$ cat config.mk
export PLATFORM = sky130hd
export DESIGN_NAME = rv_hazard_ctl
export DESIGN_NICKNAME = d
export VERILOG_FILES = /design/src/rtl/rv_hazard_ctl.sv
export SDC_FILE = /design/constraint.sdc
export NUM_CORES = 1
export LEC_CHECK = 0
export CAP_MARGIN = 30
export CORE_MARGIN = 2
export CORE_UTILIZATION = 45
export DETAILED_ROUTE_END_ITERATION = 6
export GPL_TIMING_DRIVEN = 1
export PLACE_DENSITY = 0.72
export SYNTH_ARGS = -nofsm -noshare
export SYNTH_HDL_FRONTEND = slang
export SYNTH_SLANG_ARGS = --single-unit
$ cat constraint.sdc
create_clock -name i_clk -period 8.7 [get_ports i_clk]
set_clock_uncertainty 0.1 [all_clocks]
set_input_delay 2.175 -clock i_clk [delete_from_list [all_inputs] [get_ports i_clk]]
set_output_delay 2.175 -clock i_clk [all_outputs]
set_load 0.01 [all_outputs]
$ cat src/rtl/rv_hazard_ctl.sv
// rv_hazard_ctl: hazard tracker for a three-stage back end (alu2, write, wr_back).
// It tracks the destination register of each in-flight instruction and produces
// the forwarding-mux selects for the decode stage's two sources. A source that
// depends on a load still sitting in alu2 causes a one-cycle load-use stall.
module rv_hazard_ctl (
  input  logic        i_clk,
  input  logic        i_reset,
  input  logic        i_dec_vld,
  input  logic [4:0]  i_rs1,
  input  logic [4:0]  i_rs2,
  input  logic [4:0]  i_rd,
  input  logic        i_rd_wr,
  input  logic        i_is_load,
  input  logic        i_stall_ext,
  input  logic        i_flush,
  output logic [2:0]  o_rs1_bp,
  output logic [2:0]  o_rs2_bp,
  output logic        o_stall,
  output logic        o_issue,
  output logic [15:0] o_stall_cnt
);

  localparam int NSLOT = 3;

  // Slot 0 = alu2 (youngest), slot 1 = write, slot 2 = wr_back (oldest).
  logic [NSLOT-1:0] vld_q, vld_d;
  logic [NSLOT-1:0] rdy_q, rdy_d;
  logic [4:0]       rd_q [NSLOT];
  logic [4:0]       rd_d [NSLOT];
  logic [15:0]      cnt_q, cnt_d;

  logic [4:0]       src [2];
  logic [1:0]       haz;
  logic             load_use;
  logic             advance;

  assign src[0] = i_rs1;
  assign src[1] = i_rs2;

  genvar gi;
  generate
    for (gi = 0; gi < 2; gi++) begin : g_src
      logic [2:0] bp;
      logic       hz;

      // Youngest matching slot decides; if it is not ready, nothing older is forwarded.
      always_comb begin
        bp = 3'b000;
        hz = 1'b0;
        if (src[gi] != 5'd0) begin
          if (vld_q[0] && (rd_q[0] == src[gi])) begin
            bp = rdy_q[0] ? 3'b100 : 3'b000;
            hz = !rdy_q[0];
          end else if (vld_q[1] && (rd_q[1] == src[gi])) begin
            bp = rdy_q[1] ? 3'b010 : 3'b000;
            hz = !rdy_q[1];
          end else if (vld_q[2] && (rd_q[2] == src[gi])) begin
            bp = rdy_q[2] ? 3'b001 : 3'b000;
            hz = !rdy_q[2];
          end
        end
      end

      assign haz[gi] = hz;
    end
  endgenerate

  assign o_rs1_bp    = g_src[0].bp;
  assign o_rs2_bp    = g_src[1].bp;

  assign advance     = !i_stall_ext;
  assign load_use    = i_dec_vld && !i_flush && (|haz);
  assign o_stall     = load_use || i_stall_ext;
  assign o_issue     = i_dec_vld && !i_flush && !o_stall;
  assign o_stall_cnt = cnt_q;

  // Next slot contents: shift toward wr_back on advance, new entry or bubble into alu2.
  always_comb begin
    vld_d = vld_q;
    rdy_d = rdy_q;
    rd_d  = rd_q;
    if (advance) begin
      vld_d[2] = vld_q[1];
      rd_d[2]  = rd_q[1];
      rdy_d[2] = rdy_q[1];
      vld_d[1] = vld_q[0];
      rd_d[1]  = rd_q[0];
      rdy_d[1] = 1'b1;  // every result, including load data, is forwardable from write onward
      if (o_issue) begin
        vld_d[0] = i_rd_wr && (i_rd != 5'd0);
        rd_d[0]  = i_rd;
        rdy_d[0] = !i_is_load;
      end else begin
        vld_d[0] = 1'b0;
        rd_d[0]  = 5'd0;
        rdy_d[0] = 1'b0;
      end
    end
  end

  // Saturating load-use stall counter; frozen while the pipeline is held externally.
  always_comb begin
    cnt_d = cnt_q;
    if (load_use && advance && (cnt_q != 16'hFFFF)) begin
      cnt_d = cnt_q + 16'd1;
    end
  end

  // State registers with asynchronous clear.
  always_ff @(posedge i_clk or posedge i_reset) begin
    if (i_reset) begin
      vld_q <= '0;
      rdy_q <= '0;
      rd_q  <= '{default: 5'd0};
      cnt_q <= '0;
    end else begin
      vld_q <= vld_d;
      rdy_q <= rdy_d;
      rd_q  <= rd_d;
      cnt_q <= cnt_d;
    end
  end

endmodule

==> flow_summary.json <==
{
  "die_area_um2": 5166,
  "status": "finished clean",
  "num-nets-final": 268,
  "drt_iter0_drc": 72,
  "cts.sinks": 37,
  "clock_path_buffers": 2,
  "finish.instance_area_um2": 2676,
  "cp_max_fo": 17,
  "p_comb_share_pct": 14.5,
  "syn2layout_area_growth_pct": 29.09,
  "seq_power_share_pct": 52.7,
  "h-tree-depth": 2,
  "synth_compound_area_share_pct": 7.906,
  "fin_hold_ws_ps": 388.7,
  "worst_ep_arrival_time_ps": 4930,
  "clk_pin_slew_worst_paths_ps": 70,
  "cp_top_family": "buffers and inverters",
  "worstMarginPinSlew_ps": 968.4,
  "yosys.area_share.adder_pct": 0.6035,
  "avgRoutedWirePerCell_um": 15.37,
  "insertedDiodeCount": 0,
  "finalCritPeriodShare_pct": 82.85,
  "cts_resized": 0,
  "gp_congestion": 0.8745,
  "grt_overflow": 0,
  "final_core_util_pct": 61.04,
  "grt_pass1_vias": 1668,
  "grt_pass1_wl_um": 7734,
  "fin_setup_tns_ps": 0,
  "cp_common_cell": "clkdlybuf4s50_1",
  "postPlaceCellArea_um2": 2590,
  "reg2reg_depth": 8,
  "rsz0062_at_grt": "false",
  "max_freq_mhz": 138.7,
  "holdPathStages": 1,
  "syn_inst": 195,
  "critPathBufInv": 4,
  "r2r_end": "o_stall_cnt[14]$_DFFE_PP0P_",
  "die-height_um": 71.88,
  "power_density_nw_per_um2": 134.4,
  "setup_slack_ps": 1492,
  "cts_tree": "done",
  "yosys_register_bits": 37,
  "drive_above_1_share_pct": 11.43,
  "slew_viol_final": 0,
  "cp-end-kind": "primary output",
  "yosys_warnings": 0,
  "slew_headroom_pct": 35.24,
  "regToRegSetupSlack_ps": 6000,
  "synth_simple_gate_area_share_pct": 18.59,
  "vias": 1646,
  "wirelength_um": 4565,
  "hold_start": "o_stall_cnt[11]$_DFFE_PP0P_",
  "ctsRootBufferMaster": "clkbuf_8",
  "synth_mux_area_share_pct": 8.147,
  "max_cap_violations": 0,
  "clkLatencyLatePin_ps": 280,
  "synth_top_family_by_area": "simple AND/OR/NAND/NOR gates",
  "cts_hold_buf": 0,
  "fillers": 378,
  "fp-row-count": 24,
  "start_util_pct": 47.29,
  "hold_path.class": "reg -> reg",
  "first_pass_iters": 4,
  "cts_setup_buffers": 0,
  "core_um2": 4384,
  "synth_area_um2": 2073,
  "crit_path_max_incr_delay_ps": 570,
  "switchingPower_mw": 0.08910,
  "p_int_mw": 0.2705,
  "pre_cts_ws_ps": 1500,
  "crit_type": "in -> out",
  "final-hold-violation-count": 0,
  "r2r-start": "rd_q[7]$_DFFE_PP0N_",
  "cts_made_buffers": 5,
  "ant_nets": 0,
  "synth.net_count": 218,
  "p_clk_share_pct": 32.8,
  "leakage_nw": 1.191,
  "dp_hpwl_um": 3448,
  "path_cells": "clkdlybuf4s50_1 > xor2_1 > nor4_1 > a311o_1 > o221ai_2 > a22oi_2 > buf_4 > nand2_1 > inv_1 > clkdlybuf4s50_1",
  "peakVddDrop_v": 0.00007451,
  "viasPerCell": 5.542,
  "yosys.area_share.xor_xnor_pct": 18.17,
  "critPathSlowestCell": "clkdlybuf4s50_1",
  "port-buffer-count": 45,
  "setup_viol": 0,
  "startpoint_type": "primary input",
  "cp.required_ps": 6430,
  "finalCriticalPeriod_ps": 7208,
  "die_w_um": 71.88,
  "ys_types": 32,
  "yosysSeqAreaShare_pct": 44.66,
  "hold_path_end": "o_stall_cnt[11]$_DFFE_PP0P_",
  "drc": 0,
  "grt_max_degree": 38,
  "ios": 46,
  "avgSynthCellArea_um2": 10.63,
  "antenna_found_initial": 0,
  "grt_usage_pct": 18.96,
  "switching_share_pct": 24.77
}
[cells by family after synthesis]
kind of cell,Yosys count
adder cells (fa/ha/maj),1
buffers and inverters,10
flip-flops,37
multiplexers,15
AND/OR/NAND/NOR,71
AO/OA/AOI/OAI,18
XOR/XNOR,43
[cell type report]
type	count	area [um2]	share of cell area, %
sequential	37	925.9	34.60
inverter	5	18.77	0.7013
tap	52	65.06	2.431
timing repair buffer	48	473.0	17.67
multi-input combinational	148	1107	41.37
clock buffer	7	86.33	3.226
[cell usage after synthesis]
library cell | number | area (um2)
dfrtp_1 | 37 | 925.9
xor2_1 | 29 | 254.0
nand2_1 | 16 | 60.06
mux2_2 | 14 | 157.7
xnor2_1 | 14 | 122.6
nand3_1 | 11 | 55.05
nor3_1 | 10 | 50.05
nor2_1 | 8 | 30.03
nor4_1 | 6 | 37.54
a22o_1 | 5 | 43.79
inv_1 | 5 | 18.77
and3_1 | 4 | 25.02
nor3b_1 | 4 | 30.03
clkbuf_1 | 3 | 11.26
o21ai_0 | 3 | 15.01
a311o_1 | 2 | 20.02
a41oi_1 | 2 | 17.52
buf_2 | 2 | 10.01
nand2b_1 | 2 | 12.51
nand4_1 | 2 | 12.51
nor4_2 | 2 | 25.02
nor4b_1 | 2 | 17.52
o221ai_2 | 2 | 30.03
or4_1 | 2 | 15.01
a22oi_2 | 1 | 12.51
a32o_1 | 1 | 10.01
and2_1 | 1 | 6.260
ha_1 | 1 | 12.51
mux2_1 | 1 | 11.26
o21bai_1 | 1 | 7.510
o31ai_1 | 1 | 7.510
or3b_1 | 1 | 8.760
[flip-flops by register name, indices dropped and copies added (netlist names)]
name,count
o_stall_cnt,16
vld_q,3
rd_q,15
rdy_q,3
[through the flow]
step / std cells / total power [mW]
after floorplan: 195 / 0.2212
after global placement: 290 / 0.2438
after detailed placement: 290 / 0.2452
after CTS: 297 / 0.3642
after global routing: 297 / 0.3773
final: 297 / 0.3596
[layout by cell type (no fill, tap or decap), drive strengths merged, types with 5 or more instances in the layout]
| master | Yosys | layout |
|---|---|---|
| clkdlybuf4s50 | 0 | 45 |
| dfrtp | 37 | 37 |
| xor2 | 29 | 29 |
| nand2 | 16 | 16 |
| mux2 | 15 | 15 |
| xnor2 | 14 | 14 |
| nand3 | 11 | 11 |
| nor3 | 10 | 10 |
| nor2 | 8 | 8 |
| nor4 | 8 | 8 |
| clkbuf | 3 | 7 |
| inv | 5 | 5 |
| a22o | 5 | 5 |
[worst max-delay path by stage]
stage	startpoint	to	slack [ps]	depth (start not counted)
after floorplan	i_rs2[1]	o_stall	2790	6
after global placement	i_rs2[4]	o_issue	1600	10
after detailed placement	i_rs2[4]	o_issue	1500	10
after CTS	i_rs2[4]	o_issue	1490	10
after global routing	i_rs2[2]	o_issue	1330	10
final	i_rs2[4]	o_issue	1490	10
[layer usage]
layer	vias to the layer above	track usage (%)	share of wire [%]
li1	793	-	-
met4	0	5.451	1.2
met3	8	4.219	4.0
met2	39	29.63	45
met1	806	26.67	49
met5	-	0	0
[power by group through the flow]
stage | logic [mW] | registers (mW) | clock network, mW
global route | 0.0578 | 0.191 | 0.129
global placement | 0.0513 | 0.192 | 0
floorplan | 0.0313 | 0.190 | 0
CTS | 0.0528 | 0.189 | 0.122
detailed placement | 0.0524 | 0.193 | 0
finish | 0.0521 | 0.190 | 0.118
Note: power is estimated with default switching activity, not from simulation.
==> edit 1, RTL diff (same flow settings) <==
Make the reset (`i_reset`) synchronous in one clocked block. Comments in the files are not updated.
--- a/src/rtl/rv_hazard_ctl.sv
+++ b/src/rtl/rv_hazard_ctl.sv
@@ -108,5 +108,5 @@
 
   // State registers with asynchronous clear.
-  always_ff @(posedge i_clk or posedge i_reset) begin
+  always_ff @(posedge i_clk) begin
     if (i_reset) begin
       vld_q <= '0;
Check against the original RTL: differs if i_reset is asserted again (counterexample within 4 cycles, from zero or initial values and one cycle with i_reset high); with i_reset held inactive, the same outputs for 10 cycles.
==> edit 1 against the original RTL <==
- cell area grew 2.0%
- largest power group unchanged
- total power shrank 8.5%
- largest cell class unchanged
- wire length grew 4.8%
- worst setup slack gained 0.16 ns
- first-iteration DRC count grew 36%
- hold slack lost 0.023 ns
- synthesized area grew 3.7%
- sequential power shrank 9%
- sequential cell count is the same
==> edit 1: results (changes against the original RTL) <==
{| class="wikitable"
! Metric !! Value
|-
| Status || finished clean
|-
| Starting DRC count in detailed routing || 98 (+36%)
|-
| H-Tree Level Count || 2 (unchanged)
|-
| Beginning of the worst hold path || rdy_q[0]
|-
| Number of antenna repair diodes || 0 (unchanged)
|-
| Post-placement setup slack || 1.652 ns (+0.1523 ns)
|-
| Input/output buffers || 45 (unchanged)
|-
| Critical register-to-register path endpoint || o_stall_cnt[13]
|-
| Setup bufs post-CTS || 0 (unchanged)
|-
| Leakage dissipation || 1.012 nW (-15%)
|-
| Peak supply drop || 66.92 µV (-10%)
|-
| Total placed instance area || 2644 µm² (+2.1%)
|-
| Total number of nets in the final design || 307 (+15%)
|-
| Peak fanout along the critical path || 8 (-9)
|-
| Resized cells post-CTS || 0 (unchanged)
|-
| Register-to-Register Path Depth || 7 (-1)
|-
| Clock transition at the registers of the reported paths || approximately 0.08 ns
|-
| CTS Buf Count || 5 (unchanged)
|-
| Number of iterations in the first detailed-routing pass || 4 (unchanged)
|-
| Most numerous cell types in the synthesized netlist || sky130_fd_sc_hd__nor2_1, sky130_fd_sc_hd__dfxtp_1, sky130_fd_sc_hd__xor2_1
|-
| Share of async-settable or async-resettable flops after synthesis || 0% (-100 points)
|-
| Largest net degree at the start of global routing || 39 (+2.6%)
|-
| Placed wire-length estimate after detailed placement || 3.752 mm (+8.8%)
|-
| Number of buffers between clock root and the deepest sink || 2 (unchanged)
|-
| Routed len/inst || 14.11 µm (-8.2%)
|-
| Endpoint of the worst hold path || rdy_q[0]
|-
| Max-Slew Margin vs Limit || 38.37% (+3.1 points)
|-
| Per-cell via count in the routed design || 5.442 (-1.8%)
|-
| Fillers || 413 (+9.3%)
|-
| Worst min path class || flip-flop to flip-flop
|-
| Initial antenna violation count || 0 (unchanged)
|-
| Wire length of the first global-routing pass || 8.079 mm (+4.5%)
|-
| Number of library cell types mapped by synthesis || 46 (+44%)
|-
| Post-synthesis sequential area ratio || 34.46% (-10 points)
|-
| Vias in the first global route || 1738 (+4.2%)
|-
| Number of flip-flops under the largest register name || 16 (unchanged)
|-
| Hold Path Cell Cnt || 2 (+1)
|-
| Critical path data arrival time || 4.77 ns (-0.16 ns)
|-
| Skew-Pair Late Insertion Delay || 0.29 ns
|-
| Dominant register cell in the synthesized netlist || sky130_fd_sc_hd__dfxtp_1
|-
| Share of post-route cells with drive strength above 1 || 10.88% (-0.55 points)
|-
| GRT Util Overall || 19.35% (+0.38 points)
|-
| CTS Root Buffer Type || sky130_fd_sc_hd__clkbuf_8
|-
| Area contributors post-synth || sky130_fd_sc_hd__dfxtp_1, sky130_fd_sc_hd__xor2_1, sky130_fd_sc_hd__xnor2_1
|-
| Synthesized Nets || 262 (+20%)
|-
| Setup slack on the worst flop-to-flop path || 6.11 ns (+0.11 ns)
|-
| Synth warnings || 0 (unchanged)
|-
| Origin of the critical flop-to-flop path || rd_q[13]
|-
| Placer Congestion || 0.8334 (-4.7%)
|}
==> edit 1: critical path, stage by stage <==
cell and delay [ns]:
sky130_fd_sc_hd__clkdlybuf4s50_1 0.49, sky130_fd_sc_hd__or4_1 0.54, sky130_fd_sc_hd__nor2_1 0.26, sky130_fd_sc_hd__a31oi_1 0.15, sky130_fd_sc_hd__o31ai_4 0.20, sky130_fd_sc_hd__nand2_2 0.19
sky130_fd_sc_hd__a31o_2 0.29, sky130_fd_sc_hd__clkdlybuf4s50_1 0.48
==> edit 1: cell type report <==
cell class	count	area share, %
clock buffer	5	2.521
clock inverter	3	0.6416
inverter	8	1.100
multi-input combinational	186	49.36
sequential	37	27.13
tap	54	2.475
timing repair buffer	46	16.77
==> edit 1: how the worst max path moves through the flow <==
stage / cells past startpoint / slack (ns) / end / startpoint
global route: 8 / 1.51 / o_stall / i_rs2[1]
finish: 8 / 1.65 / o_stall / i_rs2[1]
global placement: 8 / 1.68 / o_stall / i_rs2[1]
CTS: 8 / 1.64 / o_stall / i_rs2[1]
floorplan: 6 / 2.84 / o_stall / i_rs2[1]
detailed placement: 8 / 1.65 / o_stall / i_rs2[1]
==> edit 1: stage by stage <==
step	instances	hold slack [ns]	utilization [%]
CTS	339	0.3659	58.58
global route	339	0.3814	58.58
global placement	331	0.3297	56.72
floorplan	239	0.3113	-
detailed placement	331	0.3474	56.72
finish	339	0.3656	58.58
==> edit 1: logic make-up (layout without fill, tap and decap cells) <==
| family | count (synthesis) | after routing | synth area share, % |
|---|---|---|---|
| AOI/OAI and AO/OA | 32 | 32 | 15.08 |
| xor gates and xnor gates | 38 | 38 | 15.48 |
| adders and majority gates | 1 | 1 | 0.5820 |
| buffers and inverters | 16 | 62 | 2.852 |
| DFF | 37 | 37 | 34.46 |
| muxes | 17 | 17 | 8.090 |
| and+or+nand+nor | 98 | 98 | 23.46 |
==> edit 1: report_power, final <==
group	switching, mW	total [mW]	leakage (nW)	internal (mW)
Combinational	0.0175	0.0359	0.669	0.0184
Sequential	0.00242	0.173	0.299	0.171
Clock	0.0644	0.120	0.0439	0.0553
Total	0.0843	0.329	1.01	0.245
==> edit 1: metal layers <==
layer	global-route usage (%)	vias up	share of wire (%)
met5	0	-	0
met4	5.556	0	1.2
met3	3.867	8	4.7
met2	30.23	46	46
met1	26.96	847	49
li1	-	944	-
==> edit 2, RTL diff (same flow settings) <==
Without the edit above. Register the output `o_stall_cnt` once more, with the module's reset; this adds one clock of latency there. The other outputs are not delayed to match.
--- a/src/rtl/rv_hazard_ctl.sv
+++ b/src/rtl/rv_hazard_ctl.sv
@@ -73,5 +73,11 @@
   assign o_stall     = load_use || i_stall_ext;
   assign o_issue     = i_dec_vld && !i_flush && !o_stall;
-  assign o_stall_cnt = cnt_q;
+  always_ff @(posedge i_clk or posedge i_reset) begin
+    if (i_reset) begin
+      o_stall_cnt <= '0;
+    end else begin
+      o_stall_cnt <= cnt_q;
+    end
+  end
 
   // Next slot contents: shift toward wr_back on advance, new entry or bubble into alu2.
Check against the original RTL: not equivalent (a bounded check fails within 4 cycles, from zero or initial values and one cycle with i_reset high).
==> edit 2 against the original RTL <==
- synthesized area up 20%
- sequential power grew 39%
- worst setup slack better by 0.0085 ns
- core utilization shrank 3.7 points
- total power is 30% higher
- cell area up 17%
- sequential cell count rose by 16
- first-iteration DRC count grew 2.8%
- wire length rose by 12%
- largest cell class is now registers
- highest routed layer unchanged
==> edit 2: results (changes against the original RTL) <==
{| class="wikitable"
! Metric !! Value
|-
| Via count || 1736 (+5.5%)
|-
| Wire length of the first global-routing pass || 8.845 mm (+14%)
|-
| Beginning of the worst hold path || cnt_q[14]
|-
| Logic pwr share || 11.7% (-2.8 points)
|-
| Final hold slack || 0.3327 ns (-0.05599 ns)
|-
| Per-cell via count in the routed design || 5.293 (-4.5%)
|-
| Post-synthesis sequential area ratio || 53.19% (+8.5 points)
|-
| Placer Congestion || 0.9117 (+4.3%)
|-
| Placed wire-length estimate after detailed placement || 3.725 mm (+8.0%)
|-
| Multi-input combinational cell count || 144 (-2.7%)
|-
| Wire length on met1 || 2.488 mm (+11%)
|-
| Register-to-Register Path Depth || 7 (-1)
|-
| Total of plain and repair buffers excluding clock buffers || 47 (-2.1%)
|-
| Area contributors post-synth || sky130_fd_sc_hd__dfrtp_1, sky130_fd_sc_hd__xnor2_1, sky130_fd_sc_hd__xor2_1
|-
| Skew-Pair Late Insertion Delay || 0.31 ns (+0.03 ns)
|-
| Dpl cells || 320 (+10%)
|-
| Status || finished clean
|-
| Endpoint of the worst hold path || o_stall_cnt[14]
|-
| Clock network fraction of total power || 31.7% (-1.1 points)
|-
| Critical register-to-register path endpoint || vld_q[0]
|-
| Post-layout minimum cycle time || 7.199 ns (-0.008450 ns)
|-
| Starting DRC count in detailed routing || 74 (+2.8%)
|-
| Clock transition at the registers of the reported paths || 0.10 ns (+0.03 ns)
|-
| Number of library cell types mapped by synthesis || 40 (+25%)
|-
| GRT Util Overall || 18.46% (-0.50 points)
|-
| Multi-input logic portion of the cell area || 35.63% (-5.7 points)
|-
| Count of sequential standard cells || 53 (+43%)
|-
| Inverters excl. clock || 4 (-1)
|-
| Clk tree area frac || 3.130% (-0.096 points)
|-
| Leakage dissipation || 1.382 nW (+16%)
|-
| Routing usage on met3 || 4.253% (+0.033 points)
|-
| Synthesized instance count || 208 (+6.7%)
|-
| Most numerous cell types in the synthesized netlist || sky130_fd_sc_hd__dfrtp_1, sky130_fd_sc_hd__xnor2_1, sky130_fd_sc_hd__xor2_1
|-
| Final Routed Wirelength || 5.096 mm (+12%)
|-
| Longest individual stage delay on the worst path || 0.64 ns (+0.07 ns)
|-
| Total number of nets in the final design || 278 (+3.7%)
|-
| Met3 Wirelength || 256 µm (+41%)
|}
## edit 2: changes by cell type after synthesis, moves of 3 or more
| cell | change |
|---|---|
| sky130_fd_sc_hd__nor4_1 | -3 |
| sky130_fd_sc_hd__nand2_1 | -3 |
| sky130_fd_sc_hd__nor3_1 | -5 |
| sky130_fd_sc_hd__and3_1 | +4 |
| sky130_fd_sc_hd__nor3b_1 | -3 |
| sky130_fd_sc_hd__xor2_1 | -12 |
| sky130_fd_sc_hd__xnor2_1 | +14 |
| sky130_fd_sc_hd__nand4_1 | +4 |
| sky130_fd_sc_hd__dfrtp_1 | +16 |
## edit 2: kinds of logic after synthesis
group | share of synthesized area [%]
xor+xnor | 15.81
simple gates | 15.50
compound gates | 6.875
fa+ha+maj | 0.5017
buf+inv | 2.258
mux | 5.871
flops | 53.19
